--- config.mk ---
export PLATFORM = sky130hd
export DESIGN_NAME = enc_chan_sched
export DESIGN_NICKNAME = d
export VERILOG_FILES = /design/src/rtl/enc_chan_sched.sv
export SDC_FILE = /design/constraint.sdc
export NUM_CORES = 1
export LEC_CHECK = 0
export ABC_AREA = 1
export CAP_MARGIN = 5
export CORE_ASPECT_RATIO = 1.4
export CORE_MARGIN = 2
export CORE_UTILIZATION = 45
export DETAILED_ROUTE_END_ITERATION = 8
export PLACE_DENSITY_LB_ADDON = 0.25
export SKIP_CTS_REPAIR_TIMING = 1
export SLEW_MARGIN = 20
export SYNTH_ARGS = -nofsm -noshare
export SYNTH_HDL_FRONTEND = slang
export SYNTH_SLANG_ARGS = --single-unit
--- constraint.sdc ---
create_clock -name clk -period 1.7 [get_ports clk]
set_input_delay 0.34 -clock clk [delete_from_list [all_inputs] [get_ports clk]]
set_output_delay 0.34 -clock clk [all_outputs]
set_load 0.05 [all_outputs]
--- src/rtl/enc_chan_sched.sv ---
// Purpose: time-division scheduler that runs the shared ADPCM encoder once per enabled channel on each frame strobe.
// Latency: the frame starts one cycle after fs; a channel costs 5+d cycles if enabled, 2 if disabled, and 3+TIMEOUT if it times out.
// Backpressure: none; an fs that arrives while busy is dropped and latched into the sticky overrun flag.
module enc_chan_sched #(
   parameter int NCH     = 32,
   parameter int CW      = 5,
   parameter int TIMEOUT = 64
) (
   input  logic           clk,
   input  logic           reset,
   input  logic           fs,
   input  logic [NCH-1:0] ch_mask,
   input  logic           enc_done,
   input  logic           err_clr,
   output logic [CW-1:0]  ch_sel,
   output logic           state_rd,
   output logic           enc_start,
   output logic           state_wr,
   output logic           busy,
   output logic           frame_done,
   output logic           overrun,
   output logic           timeout_err
);

   localparam int TW = (TIMEOUT > 2) ? $clog2(TIMEOUT) : 1;

   typedef enum logic [2:0] {
      IDLE  = 3'd0,
      LOAD  = 3'd1,
      START = 3'd2,
      WAIT  = 3'd3,
      STORE = 3'd4,
      NEXT  = 3'd5
   } state_t;

   state_t         state;
   state_t         state_nxt;
   logic [NCH-1:0] mask_q;
   logic [TW-1:0]  timer;
   logic           last_ch;
   logic           tmo_hit;

   assign last_ch = (ch_sel == CW'(NCH - 1));
   assign tmo_hit = (timer == TW'(TIMEOUT - 1));

   // State register
   always_ff @(posedge clk) begin
      if (reset) state <= IDLE;
      else       state <= state_nxt;
   end

   // Next-state and strobe decode; strobes depend only on registered state
   always_comb begin
      state_nxt  = state;
      state_rd   = 1'b0;
      enc_start  = 1'b0;
      state_wr   = 1'b0;
      frame_done = 1'b0;
      busy       = (state != IDLE);
      case (state)
         IDLE: begin
            if (fs) state_nxt = LOAD;
         end
         LOAD: begin
            if (mask_q[ch_sel]) begin
               state_rd  = 1'b1;
               state_nxt = START;
            end else begin
               state_nxt = NEXT;
            end
         end
         START: begin
            enc_start = 1'b1;
            state_nxt = WAIT;
         end
         WAIT: begin
            if (enc_done)     state_nxt = STORE;
            else if (tmo_hit) state_nxt = NEXT;   // abandon pass, RAM untouched
         end
         STORE: begin
            state_wr  = 1'b1;
            state_nxt = NEXT;
         end
         NEXT: begin
            if (last_ch) begin
               frame_done = 1'b1;
               state_nxt  = IDLE;
            end else begin
               state_nxt  = LOAD;
            end
         end
         default: state_nxt = IDLE;
      endcase
   end

   // Channel index, latched mask, WAIT timer and sticky error flags (set beats clear)
   always_ff @(posedge clk) begin
      if (reset) begin
         mask_q      <= '0;
         ch_sel      <= '0;
         timer       <= '0;
         overrun     <= 1'b0;
         timeout_err <= 1'b0;
      end else begin
         if (state == IDLE && fs) begin
            mask_q <= ch_mask;
            ch_sel <= '0;
         end else if (state == NEXT && !last_ch) begin
            ch_sel <= ch_sel + 1'b1;
         end

         if (state == START)
            timer <= '0;
         else if (state == WAIT && !enc_done && !tmo_hit)
            timer <= timer + 1'b1;

         overrun     <= (fs && state != IDLE) | (overrun & ~err_clr);
         timeout_err <= (state == WAIT && !enc_done && tmo_hit) | (timeout_err & ~err_clr);
      end
   end

endmodule

==> impl_metrics.csv <==
group,metric,value,unit
run_status,violations,"negative setup slack",
synth,synth_nets,365,
layout,drive_gt1_frac,0.204,
synth,synth_top_family_by_area,"simple AND/OR/NAND/NOR gates",
grt,grt_max_degree,51,
synth,syn_area_per_cell,6.88,um2
routing,routed_wl,5470,um
setup_path,crit_type,"reg2out",
clock_network,clk_latency,0.30,ns
layout,fillers,446,
routing,drt_iter0_drc,70,
timing,worst_hold_slack,0.449,ns
power_and_ir_drop,p_leak,1.33,nW
synth,synth_xor_area_frac,0.00783,
timing,worst_clock_skew,0.00604,ns
power_and_ir_drop,power_density,882,nW/um2
setup_path,cp_cell_sequence,"inv_4 -> buf_12 -> nand2_4 -> nand3_2 -> nand3_2 -> nand2_1 -> nor2_1 -> nand2_1 -> nand3_2 -> clkinvlp_4 -> buf_12",
setup_path,cp.required,1.36,ns
setup_path,critical-path-top-delay-family,"simple AND/OR/NAND/NOR gates",
grt,track_usage,0.193,
run_status,status,"complete, but fails checks",
setup_path,cp_common_cell,"nand3_2",
synth,synth_adder_area_share,0.0168,
synth,ys_types,25,
clock_network,cts_tree,"done",
grt,grt_overflow,0,
place,dpl_cell_area,2920,um2
layout,fin_area,3170,um2
routing,vias,2243,
clock_network,ctsHtreeMaxLevel,2,
place,place_congestion,0.864,
run,max_cap_violations,0,
timing,final-setup-viol-count,2,
clock_network,numCtsBuffers,5,
layout,stdcell_count,446,
place,dp_hpwl,3980,um
layout,post-route-util,0.661,
floorplan,coreArea,4800,um2
clock_network,cts-root-buf,"clkbuf_8",
routing,ant_nets,0,
routing,wire_per_inst,12.3,um
synth,ys_seq_elements,48,
floorplan,rows,30,
grt,grt_pass1_wl,8510,um
layout,areaGrowthSynthToFinish,41.9,%
timing,maxSlewHeadroom,0.815,
timing,rsz0062_at_grt,"yes",
layout,diodes,0,
routing,dr.pass1.iters,4,
timing,finalHoldViolCount,0,
timing,drv_slew,0,
setup_path,crit_path_end_kind,"output pin",
synth,synth_mux_area_frac,0,
timing,max_freq,478,MHz
synth,synthCells,325,
grt,antenna_found_initial,0,
layout,nNetsFinal,421,
setup_path,crit_arrival,1.75,ns
clock_network,max-clock-path-buffers,2,
grt,grt_pass1_vias,2014,
synth,yosys_warnings,0,
setup_path,path_max_fanout,8,
clock_network,path_clk_slew,0.08,ns
clock_network,clkSinkCount,48,
timing,worst_slew_pin_slew,0.275,ns
setup_path,crit_path_start,"ch_sel[0]",
timing,fin_crit,2.09,ns
hold_path,hp-start,"mask_q[13]",
routing,avgViaCountPerCell,5.03,
routing,drc_errors,0,
synth,synth_seq_area_share,0.430,
floorplan,initial_core_util,0.466,
setup_path,start_kind,"register",
setup_path,rr_startpoint,"ch_sel[0]",
synth,netlist_area,2240,um2
power_and_ir_drop,irDropWorstVdd,0.598,mV
timing,min_period_over_period,1.23,
setup_path,crit_buf_inv,4,
floorplan,ioPinCount,49,
hold_path,hp-class,"reg2reg",
place,dp_cells,435,
synth,synth-simple-area-share,0.227,
setup_path,crit_path_top_delay_cell,"dfxtp_4",
synth,synth_compound_area_frac,0.189,
floorplan,die_h,87.4,um
floorplan,dieArea,5560,um2
setup_path,critical-path-max-stage-delay,0.39,ns
timing,worst_slack,-0.390,ns
floorplan,die_w,63.6,um
place,numPortBuffers,48,
## per-stage QoR
step / total power, W / TNS, ns / setup WS (ns)
finish: 0.00280 / -0.691 / -0.390
detailed placement: 0.00209 / -0.0540 / -0.0351
global placement: 0.00207 / 0 / 0.0232
CTS: 0.00278 / -0.786 / -0.384
floorplan: 0.00179 / -0.0970 / -0.0709
global route: 0.00296 / -0.940 / -0.464
## cell families (layout without fill, tap and decap cells)
logic type	count (synthesis)	after routing
AND/OR/NAND/NOR	117	117
AO/OA/AOI/OAI	83	83
buffers and inverters	72	129
flip-flops	48	48
adder cells (fa/ha/maj)	3	3
XOR/XNOR	2	2
## layer usage
metal  global-route usage  part of all wire  vias to the layer above
li1                     -                 -                     1150
met5                    0                 0                        -
met3               0.0388             0.042                       15
met1                0.205              0.40                     1011
met2                0.369              0.53                       67
met4               0.0731             0.029                        0
## where the power goes
group	switching [W]	internal (W)	total (W)	leakage [nW]
Sequential	0.0000724	0.00126	0.00133	0.397
Combinational	0.000440	0.000338	0.000778	0.878
Clock	0.000363	0.000325	0.000688	0.0510
## worst reg2reg max path, cell delays in order (launching register included)
cell	delay [ns]
dfxtp_4	0.38
buf_6	0.13
ha_2	0.18
inv_1	0.05
nor2_1	0.04
ha_2	0.17
nor2_2	0.12
nand4_1	0.12
or2_2	0.30
a21oi_1	0.12
## sequential cells by signal, summed over array words and instances (netlist names)
name / cells
state: 3
timer: 6
overrun: 1
mask_q: 32
ch_sel: 5
timeout_err: 1
## cells in the mapped netlist, drive strengths merged
master	number	area, um2
nand2	64	240
inv	57	214
dfxtp	48	961
a21oi	46	230
o21ai	34	170
nand3	31	155
nor2	15	68.8
clkbuf	8	30.0
buf	6	42.5
nor3	4	25.0
ha	3	37.5
a211oi	2	15.0
or2	2	12.5
xor2	2	17.5
clkinv	1	3.75
nand4	1	6.26
o211ai	1	7.51
## cell type report
class                           count  area, um2  area share
Inverter                           58        226      0.0713
Timing Repair Buffer               63        686       0.216
Multi-Input combinational cell    205       1120       0.352
Tap cell                           64       80.1      0.0252
Clock buffer                        6       82.6      0.0260
Clock inverter                      2       10.0     0.00315
Sequential cell                    48        971       0.306
## path summary, 6_finish.rpt
kind | to | slack, ns | depth (start not counted)
worst max-delay path | state_rd | -0.39 | 11
worst min register to register | mask_q[13] | 0.45 | 2
worst max register to register | ch_sel[3] | 0.02 | 9
worst min-delay path | mask_q[13] | 0.45 | 2
## layout by cell type (no fill, tap or decap), drive strengths merged, types with 2 or more instances in the layout
cell           synthesis  routed
a211oi                 2       2
a21oi                 46      46
buf                    6      26
clkbuf                 8       7
clkdlybuf4s50          0      36
clkinv                 1       2
dfxtp                 48      48
ha                     3       3
inv                   57      57
nand2                 64      64
nand3                 31      31
nor2                  15      15
nor3                   4       4
o21ai                 34      34
or2                    2       2
xor2                   2       2
No activity file was read; power rests on OpenSTA's default activity.
